--- src/rtl/mem_io_bridge.sv ---
// mem_io_bridge
// Connects a CPU request/acknowledge port to an asynchronous SRAM. One
// address (IO_ADDR) is memory-mapped to a switch input and a hex display
// register instead of the SRAM.
//
// Optional feature: define MEM_IO_BRIDGE_BYTE_EN to add the 2-bit BE port,
// which drives the byte-lane strobes. It requires DATA_W >= 16.
//
// Ports
//   Clk, Reset        clock; asynchronous active-high reset
//   Req, Wr, Addr     CPU request. Wr, Addr and WData are sampled with Req,
//   WData             and Req is held high until Ack.
//   BE                byte enables (only with MEM_IO_BRIDGE_BYTE_EN)
//   Ack, RData        one-cycle completion pulse; read data, held between Acks
//   Switches, Hex     I/O read source; I/O display register
//   CE OE WE UB LB    active-low SRAM controls
//   SRAM_ADDR         SRAM address, holds its value when idle
//   SRAM_Dout(_EN)    write data to the SRAM and its tristate enable
//   SRAM_Din          read data from the SRAM
//
// state  | meaning
// IDLE   | waiting for Req; captures the request
// SETUP  | address setup; an I/O access completes here
// ACCESS | WAIT_CYCLES strobe cycles, counted down
// DONE   | Ack pulse; write data is still driven for hold time
module mem_io_bridge #(
    parameter int              ADDR_W      = 20,
    parameter int              DATA_W      = 16,
    parameter int              WAIT_CYCLES = 2,
    parameter logic [ADDR_W-1:0] IO_ADDR   = '1
) (
    input  logic              Clk,
    input  logic              Reset,
    input  logic              Req,
    input  logic              Wr,
    input  logic [ADDR_W-1:0] Addr,
    input  logic [DATA_W-1:0] WData,
`ifdef MEM_IO_BRIDGE_BYTE_EN
    input  logic [1:0]        BE,
`endif
    output logic              Ack,
    output logic [DATA_W-1:0] RData,
    input  logic [DATA_W-1:0] Switches,
    output logic [DATA_W-1:0] Hex,
    output logic              CE,
    output logic              OE,
    output logic              WE,
    output logic              UB,
    output logic              LB,
    output logic [ADDR_W-1:0] SRAM_ADDR,
    output logic [DATA_W-1:0] SRAM_Dout,
    output logic              SRAM_Dout_EN,
    input  logic [DATA_W-1:0] SRAM_Din
);

    typedef enum logic [1:0] {IDLE, SETUP, ACCESS, DONE} state_t;

    localparam logic [3:0] WAIT_LD = 4'(WAIT_CYCLES);

    state_t            state, state_nxt;
    logic [3:0]        cnt;
    logic              wr_q;
    logic              is_io_q;
    logic [DATA_W-1:0] wdata_q;
    logic [DATA_W-1:0] hex_wr;
    logic              lanes_none;
    logic              last_access;
    logic              sram_act;

`ifdef MEM_IO_BRIDGE_BYTE_EN
    logic [1:0]        be_q;

    always_comb begin
        hex_wr = Hex;
        if (be_q[0]) hex_wr[7:0]        = wdata_q[7:0];
        if (be_q[1]) hex_wr[DATA_W-1:8] = wdata_q[DATA_W-1:8];
    end

    assign lanes_none = (be_q == 2'b00);
`else
    assign hex_wr     = wdata_q;
    assign lanes_none = 1'b0;
`endif

    assign last_access = (cnt == 4'd1);

    always_ff @(posedge Clk or posedge Reset) begin
        if (Reset) begin
            state     <= IDLE;
            cnt       <= 4'd0;
            wr_q      <= 1'b0;
            is_io_q   <= 1'b0;
            wdata_q   <= '0;
            RData     <= '0;
            Hex       <= '0;
            SRAM_ADDR <= '0;
`ifdef MEM_IO_BRIDGE_BYTE_EN
            be_q      <= 2'b11;
`endif
        end else begin
            state <= state_nxt;
            case (state)
                IDLE: begin
                    if (Req) begin
                        wr_q    <= Wr;
                        wdata_q <= WData;
                        is_io_q <= (Addr == IO_ADDR);
                        // I/O accesses leave the SRAM address bus untouched.
                        if (Addr != IO_ADDR) SRAM_ADDR <= Addr;
`ifdef MEM_IO_BRIDGE_BYTE_EN
                        be_q    <= BE;
`endif
                    end
                end
                SETUP: begin
                    if (is_io_q) begin
                        if (wr_q) Hex   <= hex_wr;
                        else      RData <= Switches;
                    end else begin
                        cnt <= WAIT_LD;
                    end
                end
                ACCESS: begin
                    cnt <= cnt - 4'd1;
                    if (last_access && !wr_q) RData <= SRAM_Din;
                end
                default: ;
            endcase
        end
    end

    always_comb begin
        state_nxt = state;
        case (state)
            IDLE:    if (Req) state_nxt = SETUP;
            SETUP:   state_nxt = (is_io_q || lanes_none) ? DONE : ACCESS;
            ACCESS:  if (last_access) state_nxt = DONE;
            DONE:    state_nxt = IDLE;
            default: state_nxt = IDLE;
        endcase
    end

    // The controls decode directly from the state register, so an
    // asynchronous reset releases the SRAM bus in the same cycle.
    assign sram_act     = ((state == SETUP) && !is_io_q) || (state == ACCESS);
    assign CE           = ~sram_act;
    assign OE           = ~(sram_act && !wr_q);
    assign WE           = ~((state == ACCESS) && wr_q);
    // Write data is driven from SETUP through DONE. That covers address
    // setup before WE falls and data hold after WE rises.
    assign SRAM_Dout_EN = wr_q && (sram_act || ((state == DONE) && !is_io_q));
    assign SRAM_Dout    = wdata_q;
    assign Ack          = (state == DONE);

`ifdef MEM_IO_BRIDGE_BYTE_EN
    assign UB = CE | ~be_q[1];
    assign LB = CE | ~be_q[0];
`else
    assign UB = CE;
    assign LB = CE;
`endif

endmodule

--- config.mk ---
export PLATFORM = sky130hd
export DESIGN_NAME = mem_io_bridge
export DESIGN_NICKNAME = d
export VERILOG_FILES = /design/src/rtl/mem_io_bridge.sv
export SDC_FILE = /design/constraint.sdc
export NUM_CORES = 1
export LEC_CHECK = 0
export CORE_MARGIN = 2
export CORE_UTILIZATION = 42
export CTS_BUF_LIST = sky130_fd_sc_hd__clkbuf_16
export DETAILED_ROUTE_END_ITERATION = 10
export PLACE_DENSITY = 0.8
export SLEW_MARGIN = 20
export SYNTH_ARGS = -nofsm -noshare
export SYNTH_HDL_FRONTEND = slang
export SYNTH_SLANG_ARGS = --single-unit
--- constraint.sdc ---
create_clock -name Clk -period 3.2 [get_ports Clk]
set_clock_uncertainty 0.15 [all_clocks]
set_input_delay 0.64 -clock Clk [delete_from_list [all_inputs] [get_ports Clk]]
set_output_delay 0.64 -clock Clk [all_outputs]
set_load 0.01 [all_outputs]
==> results.cfg, run 1 <==
[die]
die_h_um = 92.84
start_util_pct = 43.12
io_pins = 147
rows = 32
core_um2 = 7687
die_area_um2 = 8618
die_w_um = 92.84

[clock_network]
clock_path_buffers = 2
ctsHtreeMaxLevel = 3
cts_tree = done
worstSkewPairLatency_ns = 0.33
clock_sinks = 76
clk_pin_slew_worst_paths_ns = 0.06
cts_setup_buffers = 0
numCtsBuffers = 9
cts_hold_buffers = 0
root_buffer = clkbuf_16

[placement]
place_area_um2 = 4873
gp_congestion = 0.7541
hpwl_mm = 5.613
io_buffers = 146
dp.cells = 487

[final_layout]
final_area_um2 = 5161
diodes = 0
nets = 475
area_growth_pct = 55.72
fin_cells = 503
layout-drive-gt1-share_pct = 23.44

[pwr]
peakVddDrop_mv = 0.5280
p_per_area_nw_per_um2 = 903.9
p_leak_uw = 0.002162

[global_route]
antenna_found_initial = 0
grt_pass1_vias = 2598
overflow = 0
grt_pass1_wl_mm = 12.25
grt_max_degree = 77
grt_usage_pct = 18.32

[route]
firstDrtPassIters = 3
ant_nets = 0
drc = 0
vias_per_cell = 4.809
drtIter0Drc = 50
routed_wl_mm = 7.617
wl_per_cell_um = 15.14
vias = 2419

[setup_path]
end_kind = primary output
critPathKind = register to primary output
cp_max_fo = 6
cp.arrival_ns = 2.27
cpMaxStageDelayCell = clkdlybuf4s50_1
slowest_delay_ns = 0.48
critPathBufInv = 2
critPathRequiredTime_ns = 2.41
cp-start-kind = register
cpLargestDelayFamily = simple AND/OR/NAND/NOR gates
path_cells = inv_1 -> ha_1 -> nor2b_2 -> nor2_1 -> or2_2 -> clkdlybuf4s50_1

[logic_synthesis]
synth_fp_nets = 326
yosys-top-cells-area = dfrtp_1 (57%), mux2_2 (18%), mux2i_1 (5.4%), a21oi_2 (3.7%), ha_1 (2.6%)
synthCells = 247
ys_types = 27
async_flop_share_pct = 100.0
syn_area_um2 = 3314
yosysSeqAreaShare_pct = 57.38
synth-seq-cells = 76
synth_largest_area_cell = dfrtp_1
ys_top_cells_by_count = dfrtp_1 (76), mux2_2 (53), nor2_1 (20)
ys_warn_count = 0
synth.most_common_cell = dfrtp_1
synth-edff-count = 0
ys.flop_type = dfrtp_1
yosys.area.top_type_share_pct = 57.38
syn_area_per_cell_um2 = 13.42

[sta]
report.final.slew_viol_count = 0
tightest_slew_ns = 0.7803
hold_viol_final = 0
setup_violations = 0
setup_tns_ns = 0
maxSlewHeadroom_pct = 47.83
period_share_pct = 95.69
min_period_ns = 3.062
rsz0062_at_grt = no
max_freq_mhz = 326.6

[outcome]
status = complete, no violations

[job]
cap_violations = 0

[min_path]
hold_class = register to register
worst paths after layout:
kind                                             endpoint  cells past startpoint                  from  slack, ns
worst max-delay path                                   OE                      6  state[1]$_DFFE_PP0P_       0.14
worst min-delay path                   Hex[2]$_DFFE_PP0P_                      1    Hex[2]$_DFFE_PP0P_       0.35
worst max register to register      RData[10]$_DFFE_PP0P_                      8  state[0]$_DFFE_PP0P_       0.72
worst min register to register         Hex[2]$_DFFE_PP0P_                      1    Hex[2]$_DFFE_PP0P_       0.35
max in group asynchronous            RData[3]$_DFFE_PP0P_                      3                 Reset       2.02
min in group asynchronous       SRAM_Dout[11]$_DFFE_PP0P_                      3                 Reset       0.58
flip-flops by register name (all words and copies together) (netlist names):
name	cells
wr_q	1
cnt	4
is_io_q	1
RData	16
SRAM_ADDR	20
Hex	16
state	2
SRAM_Dout	16
cell type report:
cell class	instances	area (µm²)
Inverter	5	18.77
Sequential cell	76	1902
Timing Repair Buffer	151	1511
Fill cell	622	2526
Tap cell	102	127.6
Clock inverter	7	60.06
Clock buffer	9	225.2
Multi-Input combinational cell	153	1316
stage by stage:
step	setup WS (ns)	utilization, %	power, µW	hold WS, ns
after floorplan	0.4717	-	2733	0.3562
after global placement	0.5027	63.40	3688	0.3377
after detailed placement	0.4326	63.40	3756	0.3445
after CTS	0.08570	67.11	4728	0.3594
after global routing	0.01823	67.14	4960	0.3647
final	0.1378	67.14	4665	0.3541
layout by cell type, fill, tap and decap left out, drive strengths merged, types with 7 or more instances in the layout:
| cell type | netlist | final |
|---|---|---|
| nand2 | 9 | 9 |
| clkdlybuf4s50 | 0 | 146 |
| ha | 7 | 7 |
| o21ai | 7 | 7 |
| inv | 5 | 7 |
| mux2i | 18 | 18 |
| dfrtp | 76 | 76 |
| nor2 | 20 | 20 |
| mux2 | 53 | 53 |
| a21oi | 19 | 19 |
| clkbuf | 4 | 9 |
metal layers:
| metal | GRT usage [%] | wire (µm) | vias up |
|---|---|---|---|
| met5 | 0 | 0 | - |
| met4 | 7.230 | 135 | 0 |
| met3 | 7.730 | 630 | 12 |
| li1 | - | - | 1167 |
| met1 | 20.11 | 2871 | 1168 |
| met2 | 31.34 | 3979 | 72 |
kinds of logic (layout without fill, tap and decap cells):
family,Yosys count,in the layout,share of synthesized area (%)
flip-flops,76,76,57.38
multiplexers,71,71,23.44
AO/OA/AOI/OAI,29,29,6.908
adder cells (fa/ha/maj),7,7,2.642
buffers and inverters,18,172,2.982
AND/OR/NAND/NOR,46,46,6.644
timing repair:
action | CTS | global route
endpoints found under the hold margin | 0 | 0
setup endpoints to repair | 0 | 1
resized for setup | 0 | 1
report_power, final:
part / switching, µW / internal [µW] / total (µW)
logic: 915 / 1240 / 2150
registers: 223 / 1340 / 1560
clock network: 413 / 535 / 948
Power figures use the tool's default switching activity.
==> inputs of run 2 (changes only) <==
--- a/constraint.sdc
+++ b/constraint.sdc
@@ -4,2 +4,2 @@
 set_output_delay 0.64 -clock Clk [all_outputs]
-set_load 0.01 [all_outputs]
+set_load 0.02 [all_outputs]
==> run 2 against run 1 <==
Compared with the run above:
- clock power down 8.3%
- power up 4.7%
- first-iteration DRC count up 28%
- non-clock buffer count unchanged
- largest power group unchanged
- highest routed layer unchanged
==> results.cfg, run 2 (synthesis results as in run 1) <==
[sta]
min_period_ns = 3.071
hold_viol_final = 0
period_share_pct = 95.98
setup_tns_ns = 0
max_freq_mhz = 325.6
tightest_slew_ns = 0.8042
rsz0062_at_grt = no
report.final.slew_viol_count = 0
setup_violations = 0
maxSlewHeadroom_pct = 46.23
whs_ns = 0.3522

[clock_network]
cts_hold_buffers = 0
clock_sinks = 76
root_buffer = clkbuf_16
worstSkewPairLatency_ns = 0.32
clk_pin_slew_worst_paths_ns = 0.05
numCtsBuffers = 9
cts_tree = done
clock_path_buffers = 2
ctsHtreeMaxLevel = 3

[die]
die_h_um = 92.84
core_um2 = 7687
die_area_um2 = 8618
start_util_pct = 43.12
io_pins = 147
rows = 32
die_w_um = 92.84

[global_route]
overflow = 0
antenna_found_initial = 0
grt_pass1_vias = 2540
grt_usage_pct = 17.74
grt_max_degree = 77
grt_pass1_wl_mm = 11.91

[pwr]
p_leak_uw = 0.002152
p_per_area_nw_per_um2 = 950.7
peakVddDrop_mv = 0.5393
p_total_uw = 4883

[final_layout]
diodes = 0
nets = 475
regMostFlops = SRAM_ADDR
area_growth_pct = 54.96
layout_commonest_cell = clkdlybuf4s50_1
most-common-layout-cells = clkdlybuf4s50_1 (146), dfrtp_1 (76), mux2_2 (53), nor2_1 (20), mux2i_1 (18)
largest_reg_flops = 20
layout-drive-gt1-share_pct = 23.00

[route]
ant_nets = 0
wl_per_cell_um = 14.80
firstDrtPassIters = 4
routed_wl_mm = 7.428
vias_per_cell = 4.749
drc = 0
vias = 2384
drtIter0Drc = 64

[setup_path]
critPathKind = register to primary output
rr_startpoint = state[0]$_DFFE_PP0P_
rrSetupSlack_ns = 0.72
cp-start-kind = register
cp.arrival_ns = 2.28
cp_max_fo = 6
critPathRequiredTime_ns = 2.41
r2r-end = RData[6]$_DFFE_PP0P_
end_kind = primary output
reg2reg_depth = 8

[placement]
io_buffers = 146
gp_congestion = 0.7501
hpwl_mm = 5.536

[min_path]
min_to = Hex[2]$_DFFE_PP0P_
hold_class = register to register
holdPathStages = 1
hp-start = Hex[2]$_DFFE_PP0P_

[outcome]
status = complete, no violations

[job]
cap_violations = 0
[run 2: cell types whose count changed in the layout (fill, tap and decap cells not counted), sizes merged]
| cell | before | now |
|---|---|---|
| clkinv | 2 | 4 |
| inv | 7 | 5 |
| clkinvlp | 3 | 2 |
[run 2: how the worst max path moves through the flow]
stage,slack [ns],startpoint,cells after the start,to
final,0.13,state[1]$_DFFE_PP0P_,6,OE
after global routing,0.006,state[1]$_DFFE_PP0P_,6,OE
after CTS,0.007,state[1]$_DFFE_PP0P_,6,OE
after detailed placement,0.35,state[1]$_DFFE_PP0P_,6,OE
after global placement,0.44,state[1]$_DFFE_PP0P_,6,OE
after floorplan,0.47,Reset,1,Hex[0]$_DFFE_PP0P_
[run 2: per-stage QoR]
stage / setup WS, ns / utilization [%] / instances / instance area (µm²)
after global placement: 0.4369 / 63.40 / 487 / 4873
final: 0.1286 / 66.81 / 502 / 5136
after floorplan: 0.4717 / - / 247 / 3314
after detailed placement: 0.3511 / 63.40 / 487 / 4873
after global routing: 0.006092 / 66.81 / 502 / 5136
after CTS: 0.007035 / 66.75 / 502 / 5131
[run 2: layout make-up]
class	count	area, µm²
timing repair buffer	151	1511
clock inverter	6	32.53
multi-input combinational	153	1319
clock buffer	9	225.2
sequential	76	1902
fill	620	2551
tap	102	127.6
inverter	5	18.77
[run 2: metal layers]
| metal | share of wire [%] | vias up | GRT usage (%) | wire, µm |
|---|---|---|---|---|
| met1 | 37 | 1135 | 19.21 | 2735 |
| met3 | 8.0 | 7 | 6.835 | 594 |
| li1 | - | 1173 | - | - |
| met5 | 0 | - | 0 | 0 |
| met2 | 54 | 69 | 31.22 | 3997 |
| met4 | 1.3 | 0 | 6.863 | 100 |
[run 2: report_power, final]
part | switching, µW | total [µW] | internal (µW)
registers | 224 | 1570 | 1340
logic | 1210 | 2450 | 1240
clock network | 357 | 869 | 511
[run 2: worst max-delay path, cell delays in order, from the launching register on]
cell and delay, ns:
dfrtp_1 0.40, inv_1 0.15, ha_2 0.26, nor2b_2 0.22, nor2_1 0.11, or2_2 0.28, clkdlybuf4s50_1 0.54
[run 2: timing repair]
item                                    in CTS  in global routing
setup buffers                                0                  0
resized for setup                            0                  2
endpoints found under the setup margin       0                  1
endpoints found under the hold margin        0                  0
==> inputs of run 3 (changes only) <==
- SETUP_SLACK_MARGIN: default -> 0.3
==> run 3 against run 2 <==
Compared with the run above:
- global-route usage up 0.10 points
- sequential power barely moved
- die area is the same
- setup slack improved by 0.23 ns
- worst hold slack hardly changed
- final cell count unchanged
- via count grew 0.76%
- fmax increased by 8.1%
- combinational power hardly changed
- sequential share of layout area hardly changed
- design area about the same
- critical endpoint unchanged
==> results.cfg, run 3 (synthesis results as in run 1) <==
[die]
die_w_um = 92.84
core_um2 = 7687
io_pins = 147
die_h_um = 92.84
die_area_um2 = 8618
start_util_pct = 43.12
rows = 32

[clock_network]
clock_path_buffers = 2
clk_pin_slew_worst_paths_ns = 0.05
cts_resized = 7
cts_hold_buffers = 0
cts_setup_buffers = 0
cts_tree = done
worstSkewPairLatency_ns = 0.32
ctsHtreeMaxLevel = 3
root_buffer = clkbuf_16
numCtsBuffers = 9
clock_sinks = 76

[route]
wl_per_cell_um = 14.93
vias_per_cell = 4.785
drtIter0Drc = 85
firstDrtPassIters = 4
drc = 0
routed_wl_mm = 7.494
ant_nets = 0
vias = 2402

[sta]
whs_ns = 0.3522
setup_violations = 0
min_period_ns = 2.842
maxSlewHeadroom_pct = 46.79
setup_tns_ns = 0
rsz0062_at_grt = yes
layout_setup_ws_ns = 0.3581
period_share_pct = 88.81
tightest_slew_ns = 0.7960
hold_viol_final = 0
max_freq_mhz = 351.9
report.final.slew_viol_count = 0

[min_path]
hold_class = register to register
hp-start = Hex[2]$_DFFE_PP0P_

[setup_path]
cpLargestDelayFamily = simple AND/OR/NAND/NOR gates
end_kind = primary output
critPathKind = register to primary output
path_cells = inv_1 -> ha_2 -> nor2b_2 -> nor2_1 -> or2_2 -> dlygate4sd2_1
slowest_delay_ns = 0.40
cp.arrival_ns = 2.05
cp-start-kind = register
cp_max_fo = 6
cpMaxStageDelayCell = dfrtp_1
critPathBufInv = 2
rr_startpoint = state[0]$_DFFE_PP0P_
critPathRequiredTime_ns = 2.41
cp-startpoint = state[1]$_DFFE_PP0P_

[global_route]
overflow = 0
grt_max_degree = 77
antenna_found_initial = 0
grt_pass1_vias = 2555
grt_pass1_wl_mm = 12.00
grt_usage_pct = 17.85

[final_layout]
largest_reg_flops = 20
area_growth_pct = 55.04
regMostFlops = SRAM_ADDR
nets = 475
fill_cells = 620
diodes = 0
layout_commonest_cell = clkdlybuf4s50_1
most-common-layout-cells = clkdlybuf4s50_1 (142), dfrtp_1 (76), mux2_2 (53), nor2_1 (20), mux2i_1 (18)
regArea_um2 = 1902
multi_input_area_um2 = 1319
layout-drive-gt1-share_pct = 23.00
fin_cells = 502

[pwr]
peakVddDrop_mv = 0.5383
p_leak_uw = 0.002157
p_total_uw = 4870
p_per_area_nw_per_um2 = 947.6

[outcome]
status = complete, no violations

[placement]
hpwl_mm = 5.536
gp_congestion = 0.7501
io_buffers = 146
dp.cells = 487
dp_slack_ns = 0.3511

[job]
cap_violations = 0
## run 3: cell count changes in the layout (fill, tap and decap cells not counted)
cell and change:
buf_4 -1, buf_8 +1, dlygate4sd2_1 +4, clkdlybuf4s50_1 -4
## run 3: layer usage
metal	part of all wire, %	vias up	global-route usage (%)
met3	8.3	7	6.835
li1	-	1176	-
met5	0	-	0
met2	54	74	31.40
met1	37	1145	19.37
met4	1.4	0	6.863
## run 3: stage by stage
| stage | instance area (µm²) | utilization (%) |
|---|---|---|
| detailed placement | 4873 | 63.40 |
| global placement | 4873 | 63.40 |
| global route | 5139 | 66.85 |
| finish | 5139 | 66.85 |
| floorplan | 3314 | - |
| CTS | 5135 | 66.80 |
## run 3: path summary, 6_finish.rpt
path                                        endpoint  slack [ns]  cells after the start
hold reg to reg                   Hex[2]$_DFFE_PP0P_        0.35                      1
hold / removal                    Hex[2]$_DFFE_PP0P_        0.35                      1
min in group asynchronous  SRAM_Dout[11]$_DFFE_PP0P_        0.60                      3
max in group asynchronous       RData[3]$_DFFE_PP0P_        2.00                      3
setup reg to reg                RData[6]$_DFFE_PP0P_        0.84                      8
setup / recovery                                  OE        0.36                      6
## run 3: power breakdown
| group | total (µW) | switching [µW] | leakage, µW | internal, µW |
|---|---|---|---|---|
| combinational | 2430 | 1210 | 0.00111 | 1220 |
| sequential | 1570 | 224 | 0.000925 | 1340 |
| clock | 869 | 358 | 0.000122 | 511 |
## run 3: area by class of cell
type | instances | share of cell area, %
flip-flops and latches | 76 | 37.01
repair buffers | 151 | 29.46
multi-input cells | 153 | 25.66
clock buffers | 9 | 4.383
well taps | 102 | 2.484
clock inverters | 6 | 0.6331
inverters | 5 | 0.3652
